--- config.mk ---
export PLATFORM = sky130hd
export DESIGN_NAME = hazard_scheduler
export DESIGN_NICKNAME = d
export VERILOG_FILES = /design/src/rtl/hazard_scheduler.sv
export SDC_FILE = /design/constraint.sdc
export NUM_CORES = 1
export LEC_CHECK = 0
export ABC_AREA = 1
export CORE_MARGIN = 10
export CORE_UTILIZATION = 48
export CTS_CLUSTER_SIZE = 24
export DETAILED_ROUTE_END_ITERATION = 16
export PLACE_DENSITY = 0.87
export SLEW_MARGIN = 20
export SYNTH_ARGS = -nofsm -noshare
export SYNTH_HDL_FRONTEND = slang
export SYNTH_SLANG_ARGS = --single-unit
--- constraint.sdc ---
create_clock -name clk -period 2.1 [get_ports clk]
set_clock_uncertainty 0.05 [all_clocks]
set_input_delay 0.525 -clock clk [delete_from_list [all_inputs] [get_ports clk]]
set_output_delay 0.525 -clock clk [all_outputs]
set_load 0.01 [all_outputs]
--- src/rtl/hazard_scheduler.sv ---
// Hazard unit for the 5-stage core: EX forwarding, load-use stall, branch flush,
// multi-cycle data-memory wait FSM with sticky timeout and saturating perf counters.
module hazard_scheduler #(
    parameter int CNT_W       = 16,
    parameter int MEM_TIMEOUT = 64
) (
    input  logic             clk,
    input  logic             rst,
    input  logic [4:0]       Rs1D,
    input  logic [4:0]       Rs2D,
    input  logic [4:0]       Rs1E,
    input  logic [4:0]       Rs2E,
    input  logic [4:0]       RdE,
    input  logic [4:0]       RdM,
    input  logic [4:0]       RdW,
    input  logic [1:0]       ResultSrcE,
    input  logic             RegWriteM,
    input  logic             RegWriteW,
    input  logic             MemReadM,
    input  logic             MemWriteM,
    input  logic             PCSrcE,
    input  logic             dmem_ready,
    output logic [1:0]       ForwardAE,
    output logic [1:0]       ForwardBE,
    output logic             StallF,
    output logic             StallD,
    output logic             StallE,
    output logic             StallM,
    output logic             FlushD,
    output logic             FlushE,
    output logic             FlushW,
    output logic             dmem_req,
    output logic             mem_err,
    output logic [CNT_W-1:0] stall_cnt,
    output logic [CNT_W-1:0] flush_cnt
);
    localparam int WC_W = $clog2(MEM_TIMEOUT + 1);
    localparam logic [WC_W-1:0] WC_MAX  = WC_W'(MEM_TIMEOUT);
    localparam logic [WC_W-1:0] WC_LAST = WC_W'(MEM_TIMEOUT - 1);
    localparam logic [CNT_W-1:0] CNT_MAX = '1;

    typedef enum logic {IDLE, WAIT} state_t;

    state_t          state;
    logic [WC_W-1:0] wait_cnt;
    logic            memop, mem_stall, lw_stall, any_stall;

    function automatic logic [1:0] fwd_sel(input logic [4:0] rs);
        if (RegWriteM && RdM == rs && rs != 5'd0)      return 2'b10;
        else if (RegWriteW && RdW == rs && rs != 5'd0) return 2'b01;
        else                                           return 2'b00;
    endfunction

    assign ForwardAE = fwd_sel(Rs1E);
    assign ForwardBE = fwd_sel(Rs2E);

    assign memop     = MemReadM | MemWriteM;
    assign dmem_req  = memop;
    assign mem_stall = memop && !dmem_ready;
    assign lw_stall  = ResultSrcE == 2'b01 && RdE != 5'd0 && (Rs1D == RdE || Rs2D == RdE);

    // A memory stall freezes the whole front end, so a resolved branch in E is
    // held rather than flushed; W gets a bubble while M waits.
    always_comb begin
        StallF = lw_stall;
        StallD = lw_stall;
        StallE = 1'b0;
        StallM = 1'b0;
        FlushD = PCSrcE;
        FlushE = lw_stall | PCSrcE;
        FlushW = 1'b0;
        if (mem_stall) begin
            StallF = 1'b1;
            StallD = 1'b1;
            StallE = 1'b1;
            StallM = 1'b1;
            FlushD = 1'b0;
            FlushE = 1'b0;
            FlushW = 1'b1;
        end
    end

    assign any_stall = StallF | StallD | StallE | StallM;

    always_ff @(posedge clk or negedge rst) begin
        if (!rst) begin
            state     <= IDLE;
            wait_cnt  <= '0;
            mem_err   <= 1'b0;
            stall_cnt <= '0;
            flush_cnt <= '0;
        end else begin
            case (state)
                IDLE: if (mem_stall) begin
                    state    <= WAIT;
                    wait_cnt <= WC_W'(1);
                    if (MEM_TIMEOUT <= 1) mem_err <= 1'b1;
                end
                WAIT: if (dmem_ready) begin
                    state    <= IDLE;
                    wait_cnt <= '0;
                end else if (wait_cnt != WC_MAX) begin
                    wait_cnt <= wait_cnt + WC_W'(1);
                    if (wait_cnt == WC_LAST) mem_err <= 1'b1;
                end
                default: state <= IDLE;
            endcase
            if (any_stall && stall_cnt != CNT_MAX)
                stall_cnt <= stall_cnt + CNT_W'(1);
            if (PCSrcE && !mem_stall && flush_cnt != CNT_MAX)
                flush_cnt <= flush_cnt + CNT_W'(1);
        end
    end
endmodule
=== Yosys cells after proc, flatten, opt, wreduce, memory -nomap -nowiden ===
Cells that the tools add are included.

* Add/subtract/negate cells: 3
* Eq/ne operators: 13
* Muxes and demuxes: 14
* Bitwise logic cells: 6
* Reductions and logical operators: 22

{| class="wikitable"
|+ Operators with widths
! cell !! number
|-
| 16-bit by 1-bit adder with 16-bit output (second input constant) || 2
|-
| 16-bit != test (second input constant) || 2
|-
| 5-bit equality test || 6
|-
| 7-bit 2-to-1 mux || 3
|-
| 5-bit nonzero test || 3
|-
| 1-bit logical AND || 14
|-
| 7-bit one-hot mux with 2 select lines || 1
|-
| 7-bit by 1-bit adder with 7-bit output (second input constant) || 1
|-
| 7-bit by 6-bit equality test with 1-bit output (second input constant) || 1
|-
| 1-bit 2-to-1 mux || 7
|-
| 7-bit != test (second input constant) || 1
|-
| 2-bit 2-to-1 mux || 2
|-
| 1-bit bitwise OR || 4
|-
| 4-bit AND reduction || 1
|-
| 3-bit by 2-bit != test with 1-bit output (second input constant) || 1
|-
| 2-bit by 1-bit equality test with 1-bit output (second input constant) || 1
|-
| 1-bit zero test || 2
|-
| 2-bit != test (second input constant) || 1
|-
| 1-bit inverter || 2
|-
| 1-bit one-hot mux with 2 select lines || 1
|-
| 2-bit AND reduction || 1
|-
| 1-bit logical OR || 1
|}

* Register bits after elaboration: 41
* Word-level logic and storage cells: 63

=== Longest topological paths before layout ===
Gate-level depths: netlist of the first run.

* Word-level depth: 7
* Gate-level depth with buffers: 12

=== Least setup slack after synthesis of the first run ===
No wires, ideal clock.

* Path kind: input -> output
* Start: input port MemReadM
* End: output port StallF
* Data arrival time: 1.433 ns
* Data required time: 1.525 ns
* Slack: 0.092 ns
* Stages: 7
* Cells stage by stage: inv_1 a21oi_2 inv_2 nand2_4 buf_12 buf_12 buf_4

* Longest elaborated chain between the ends: 3

{| class="wikitable"
|+ RTL lines
! what !! RTL line !! RTL
|-
| start, declared || 19 || <nowiki>input logic MemReadM,</nowiki>
|-
| 1-bit bitwise OR || 57 || <nowiki>assign memop = MemReadM | MemWriteM;</nowiki>
|-
| 1-bit logical AND || 59 || <nowiki>assign mem_stall = memop && !dmem_ready;</nowiki>
|-
| 1-bit 2-to-1 mux || n/a ||
|-
| end, declared || 25 || <nowiki>output logic StallF,</nowiki>
|}

No other way between the ends.

=== Final worst setup path of the first run ===
* Start: input port Rs2E[2]
* End: output port ForwardBE[0]

* Longest elaborated chain between the ends: 5
* Elaborated cells between the ends (all ways): 9

{| class="wikitable"
|+ RTL lines
! what !! RTL line !! RTL
|-
| start, declared || 12 || <nowiki>input logic [4:0] Rs2E,</nowiki>
|-
| 5-bit equality test || 50 || <nowiki>else if (RegWriteW && RdW == rs && rs != 5'd0) return 2'b01;</nowiki>
|-
| 1-bit logical AND (2 in series) || 50 ||
|-
| 1-bit 2-to-1 mux || 50 ||
|-
| 2-bit 2-to-1 mux (*) || 49 || <nowiki>if (RegWriteM && RdM == rs && rs != 5'd0) return 2'b10;</nowiki>
|-
| end, declared || 24 || <nowiki>output logic [1:0] ForwardBE,</nowiki>
|}

Every way passes the cells marked *; elsewhere a longest branch is shown, timed or not.

==> results of run 1 <==
## critical path: stages
cell and delay, ns:
buf_2 0.13, buf_4 0.14, xnor2_2 0.16, o2111ai_2 0.16, nor2_2 0.16, nor2_1 0.05
buf_2 0.14
## routing by layer
metal | share of wire (%) | vias up
li1 | - | 1485
met1 | 37 | 1420
met2 | 53 | 88
met3 | 8.0 | 16
met4 | 1.4 | 0
met5 | 0 | -
## power groups by stage
stage	Combinational [W]	Clock (W)	Sequential [W]
finish	0.000805	0.000543	0.00103
global route	0.000891	0.000595	0.00105
CTS	0.000815	0.000550	0.00103
detailed placement	0.000815	0	0.00105
global placement	0.000785	0	0.00103
floorplan	0.000343	0	0.00106
## Yosys cell counts
library cell	count
o22ai_1	1
nand3b_1	1
nand4_1	8
buf_6	2
xor2_1	25
nor2_4	1
nor3_2	1
nor4_1	1
nand3_2	9
nand2_4	3
nand3_1	25
buf_12	2
nor2_1	35
nand2_2	5
a211oi_1	1
xnor2_1	16
dfrtp_1	41
ha_1	4
inv_2	6
nor3_1	12
o2111ai_1	3
nand2_1	118
a21oi_2	1
o21ai_0	13
and2_1	1
o31ai_1	1
buf_4	4
nor2_2	8
o21a_1	1
or2_2	2
clkinv_1	1
inv_1	49
a21oi_1	4
## cells by family after synthesis
logic type	count (synthesis)
xor gates and xnor gates	41
DFF	41
buffers and inverters	64
AOI/OAI and AO/OA	25
and+or+nand+nor	230
adders and majority gates	4
## state kept, by name, indices dropped and copies added, names as in the netlist
signal,flops
wait_cnt,7
stall_cnt,16
flush_cnt,16
state,1
mem_err,1
## cell type report
class	count	area [µm²]
antenna	1	2.50
clock buffer	6	82.6
clock inverter	1	7.51
fill	516	1910
inverter	56	210
multi-input combinational	300	1730
sequential	41	1030
tap	75	93.8
timing repair buffer	112	895
## worst max-delay path by stage
stage	startpoint	to	slack [ns]	cells past startpoint
after floorplan	MemReadM	StallF	0.09	7
after global placement	RdE[3]	FlushE	-0.70	10
after detailed placement	RdE[1]	FlushE	-0.76	10
after CTS	RdE[4]	FlushE	0.0005	10
after global routing	RdE[3]	FlushE	0.001	10
final	Rs2E[2]	ForwardBE[0]	0.05	7
## stage by stage
| step | total power, W | instance area (µm²) |
|---|---|---|
| after floorplan | 0.00141 | 2960 |
| after global placement | 0.00182 | 3990 |
| after detailed placement | 0.00186 | 3990 |
| after CTS | 0.00240 | 4120 |
| after global routing | 0.00254 | 4040 |
| final | 0.00238 | 4040 |
## what timing repair did
action / in CTS / in global routing
pin swaps: 28 / 29
buffers inserted: 3 / 1
gates resized for setup: 138 / 53
endpoints found under the hold margin: 0 / 0
endpoints found under the setup margin: 12 / 7
==> summary.md, run 1 <==
| Metric | Value |
|---|---|
| CTS sink cnt | 41 |
| GP Congestion | 0.868 |
| Unrepaired setup endpoints after global routing | no |
| Final WS setup | 0.0505 ns |
| Cell taking the most area after synthesis | dfrtp_1 |
| Area Growth Syn to Fin | 36.8% |
| Die extent in x | 98.5 µm |
| Hold WS | 0.220 ns |
| Cells after Synth | 405 |
| Layout cell share with drive strength beyond 1 | 25.0% |
| Syn_nets | 454 |
| Cell Area, Synth | 0.00296 mm² |
| Hpwl dp | 6.66 mm |
| Height of the die | 98.5 µm |
| Crit path launch type | input pin |
| Post-Synth XOR/XNOR Area | 12.2% |
| Critical Path Fanout Max | 3 |
| # setup viols final | 0 |
| Min-delay worst type | in -> async |
| DRC violations left | 0 |
| Area of the core | 0.00596 mm² |
| Setup TNS | 0 ns |
| NumNets Final | 565 |
| Met3 GRT Util | 6.70% |
| Worst EP arrival | 1.47 ns |
| Hold Buf Count CTS | 0 |
| Synth Area in Adders | 1.69% |
| Vias in the first global route | 3184 |
| Reg2Reg Capture Point | stall_cnt[9] |
| Largest net degree at the start of global routing | 42 |
| Root buffer cell | clkbuf_8 |
| Crit Path Category | in -> out |
| Period Utilization, post-route | 97.6% |
| Status | finished clean |
| Largest cells by area after synthesis | dfrtp_1, nand2_1, xor2_1 |
| IO Pins | 90 |
| Worst Tran Pin Value | 0.509 ns |
| Input/output buffers | 89 |
| Die ar. | 0.00970 mm² |
| Fin util | 67.9% |
| DR vias/cell | 5.08 |
| Post-synthesis simple-gate area fraction | 36.2% |
| Clock-pin slew on the worst setup and hold paths | 0.09 ns |
| Share of the synthesized area in the top cell type | 34.7% |
| Total congestion overflow | 0 |
| Clock power frac | 22.8% |
| PD cells | 589 mW/mm² |
| Worst EP required | 1.52 ns |
| Warnings from Yosys | 0 |
| Std cell rows | 28 |
| GRT Total Usage | 17.1% |
| Clk_lat worst skew | 0.30 ns |
| Register area share after synthesis | 34.7% |
| M2 GR Usage | 31.3% |
| Post-DRT Antenna Nets | 0 |
| Power Internal | 0.00156 W |
| Leak pwr | 2.01 nW |
| NetSw | 0.000823 W |
| Starting density of the core | 49.6% |
| Headroom to the max-slew limit | 66.1% |
| Final Max Tran Viols | 0 |
| Internal reg-to-reg setup slack | 0.29 ns |
| Post-Syn Area per Cell | 7.30 µm² |
| Seq cells post-synth | 41 |
| Num CTS Buffers | 5 |
| Leading cell type in the layout, fill and taps excluded | nand2_1 |
| CTS tree | done |
| Tmin final | 2.05 ns |
| First DRT Iteration DRCs | 95 |
| Post-synthesis compound-gate area fraction | 5.04% |
| Critical path capture point type | output pin |
| Initial antenna violation count | 1 |
| Mux contribution to synthesized area | 0% |
| Htree depth | 2 |
| Fin cells | 592 |
| Clk buf depth | 2 |
| Combinational family with the most area after synthesis | simple AND/OR/NAND/NOR gates |
| Combinational power share | 33.8% |
| Busiest grt layer | met2 |
| Peak VDD IR | 543 µV |
| Max-cap violations | 0 |
| Worst Reg-to-Reg Cells | 9 |
| Placement Setup Slack | -0.758 ns |
| Global-route wire length before repair | 14.2 mm |
| Via Count | 3009 |
| Flop pwr share | 43.4% |
| Most frequent cells in the layout | nand2_1, inv_1, dfrtp_1 |
| Reg2Reg Launch Point | stall_cnt[1] |
| Final Hold Vio Count | 0 |
| Per-cell routed wire length | 14.1 µm |
| Max Clk Rate | 0.488 GHz |
| Yosys cell types | 33 |
| Pre-antenna DRT Iters | 6 |
| Switching Fraction | 34.6% |
| Placed cells | 580 |
| Met1 Track Usage GR | 17.5% |
| Total routed wirelength | 8.35 mm |
Power figures use the tool's default switching activity.
==> run 2, diff against run 1 <==
--- a/config.mk
+++ b/config.mk
@@ -9,6 +9,6 @@
 export CORE_MARGIN = 10
-export CORE_UTILIZATION = 48
+export CORE_UTILIZATION = 51
 export CTS_CLUSTER_SIZE = 24
 export DETAILED_ROUTE_END_ITERATION = 16
-export PLACE_DENSITY = 0.87
+export PLACE_DENSITY = 0.91
 export SLEW_MARGIN = 20
==> constraint.sdc (replaced) <==
create_clock -name clk -period 2.4 [get_ports clk]
set_clock_uncertainty 0.05 [all_clocks]
set_input_delay 0.6 -clock clk [delete_from_list [all_inputs] [get_ports clk]]
set_output_delay 0.6 -clock clk [all_outputs]
set_load 0.005 [all_outputs]
==> summary.md, run 2 (synthesized netlist as in run 1, its figures left out) <==
| Metric | Value |
|---|---|
| Status | complete, but fails checks (was finished clean) |
| Violated checks | setup timing |
| Initial antenna violation count | 0 (was 1) |
| Fill count | 439 (was 516) |
| Crit path launch type | input pin (unchanged) |
| Die extent in x | 96.1 µm (was 98.5 µm) |
| DR vias/cell | 5.23 (was 5.08) |
| Root buffer cell | clkbuf_8 (unchanged) |
| Leak pwr | 2.08 nW (was 2.01 nW) |
| Critical path capture point type | output pin (unchanged) |
| First DRT Iteration DRCs | 160 (was 95) |
| Peak VDD IR | 331 µV (was 543 µV) |
| Hold Buf Count CTS | 0 (unchanged) |
| Input/output buffers | 89 (unchanged) |
| Area Growth Syn to Fin | 40.4% (was 36.8%) |
| M2 GR Usage | 33.9% (was 31.3%) |
| Final WS setup | -0.0388 ns (was 0.0505 ns) |
| CTS sink cnt | 41 (unchanged) |
| Starting density of the core | 53.0% (was 49.6%) |
| NumNets Final | 569 (was 565) |
| Placement Setup Slack | -0.563 ns (was -0.758 ns) |
| Critical Path Fanout Max | 3 (unchanged) |
| DRC violations left | 0 (unchanged) |
| Clk_lat worst skew | 0.30 ns (about the same) |
| Std cell rows | 27 (was 28) |
| Total routed wirelength | 8.74 mm (was 8.35 mm) |
| GP Congestion | 0.873 (was 0.868) |
| Reg2Reg Capture Point | stall_cnt[15] (was stall_cnt[9]) |
| Clk buf depth | 2 (unchanged) |
| Num CTS Buffers | 5 (unchanged) |
| Die ar. | 0.00924 mm² (was 0.00970 mm²) |
| Via Count | 3101 (was 3009) |
| IO Pins | 90 (unchanged) |
| Most frequent cells in the layout | nand2_1, inv_1, dfrtp_1 (unchanged) |
| Internal reg-to-reg setup slack | 0.54 ns (was 0.29 ns) |
| Tmin final | 2.44 ns |
| PD cells | 521 mW/mm² (was 589 mW/mm²) |
| CTS tree | done (unchanged) |
| Hpwl dp | 6.71 mm (was 6.66 mm) |
| Per-cell routed wire length | 14.7 µm (was 14.1 µm) |
| Total power | 0.00216 W (was 0.00238 W) |
| Htree depth | 2 (unchanged) |
| Largest net degree at the start of global routing | 42 (unchanged) |
| Placed cells | 577 (was 580) |
| Max Clk Rate | 0.410 GHz |
| Fin util | 74.4% (was 67.9%) |
| Biggest regs | flush_cnt x16, stall_cnt x16, wait_cnt x7 (unchanged) |
| Met1 Track Usage GR | 19.4% (was 17.5%) |
| Layout cell share with drive strength beyond 1 | 19.6% (was 25.0%) |
| Final Hold Vio Count | 0 (unchanged) |
| Fin cells | 593 (was 592) |
| Busiest grt layer | met2 (unchanged) |
| Final Max Tran Viols | 0 (unchanged) |
| Crit Path Category | in -> out (unchanged) |
| Worst Reg-to-Reg Cells | 9 (unchanged) |
| # setup viols final | 1 (was 0) |
| Total congestion overflow | 0 (unchanged) |
| Reg2Reg Launch Point | stall_cnt[1] (unchanged) |
| Met3 GRT Util | 5.21% (was 6.70%) |
| Post-DRT Antenna Nets | 0 (unchanged) |
| Global-route wire length before repair | 13.9 mm (was 14.2 mm) |
| Min-delay worst type | in -> async (unchanged) |
| Area of the core | 0.00557 mm² (was 0.00596 mm²) |
| Period Utilization, post-route | 102% |
| Height of the die | 96.1 µm (was 98.5 µm) |
| Headroom to the max-slew limit | 65.3% (was 66.1%) |
| Clock-pin slew on the worst setup and hold paths | 0.09 ns (about the same) |
| Pre-antenna DRT Iters | 4 (was 6) |
| Unrepaired setup endpoints after global routing | yes (was no) |
| Vias in the first global route | 3120 (was 3184) |
| Worst EP arrival | 1.79 ns (was 1.47 ns) |
| Worst EP required | 1.75 ns (was 1.52 ns) |
| Setup TNS | -0.0388 ns (was 0 ns) |
| Diodes inserted | 0 (was 1) |
| Leading cell type in the layout, fill and taps excluded | nand2_1 (unchanged) |
| Worst Tran Pin Value | 0.521 ns (was 0.509 ns) |
| GRT Total Usage | 18.4% (was 17.1%) |
| Max-cap violations | 0 (unchanged) |
run 2: worst max path at each step:
stage                   start      endpoint  slack (ns)
floorplan              RdE[2]        StallF        0.27
global placement       RdE[4]        FlushE       -0.52
detailed placement     RdE[2]        FlushE       -0.56
CTS                 MemWriteM        StallF       -0.08
global route          Rs1E[1]  ForwardAE[0]       -0.05
finish                Rs1E[1]  ForwardAE[0]       -0.04
run 2: layout make-up:
| class | count | area (µm²) | share of cell area (%) |
|---|---|---|---|
| inverter | 56 | 210 | 5.07 |
| tap | 72 | 90.1 | 2.17 |
| clock inverter | 3 | 46.3 | 1.12 |
| timing repair buffer | 116 | 1010 | 24.4 |
| sequential | 41 | 1030 | 24.7 |
| multi-input combinational | 300 | 1690 | 40.8 |
| clock buffer | 5 | 68.8 | 1.66 |
run 2: report_power, final:
| part | switching (W) | leakage (nW) | internal, W |
|---|---|---|---|
| sequential | 0.000126 | 0.542 | 0.000782 |
| clock | 0.000264 | 0.0543 | 0.000311 |
| combinational | 0.000325 | 1.48 | 0.000352 |
| total | 0.000715 | 2.08 | 0.00145 |
run 2: repair_timing:
item / CTS / global route
resized for setup: 86 / 28
endpoints found under the setup margin: 12 / 8
pin swaps: 18 / 17
buffers inserted: 6 / 2
run 2: routing by layer:
metal	routed length [µm]	vias up
met5	0	-
met4	214	0
met3	608	22
met2	4570	120
met1	3350	1453
li1	-	1506
run 2: through the flow:
step,hold slack [ns],cell area (µm²)
6_report,0.292,4150
5_1_grt,0.325,4150
4_1_cts,0.313,4130
3_5_place_dp,0.405,3980
3_3_place_gp,0.399,3980
2_1_floorplan,0.254,2960
run 2: worst max-delay path: stages:
cell             delay [ns]
dlygate4sd2_1          0.27
inv_2                  0.08
nand2_1                0.08
nor4_4                 0.31
a211oi_2               0.08
nand2_1                0.10
nor2_1                 0.05
clkdlybuf4s15_2        0.21
==> run 3, diff against run 2 <==
Settings changed: CAP_MARGIN set to 40.
==> results of run 3 <==
The final DEF is identical to that of run 2; final timing and power are the same.
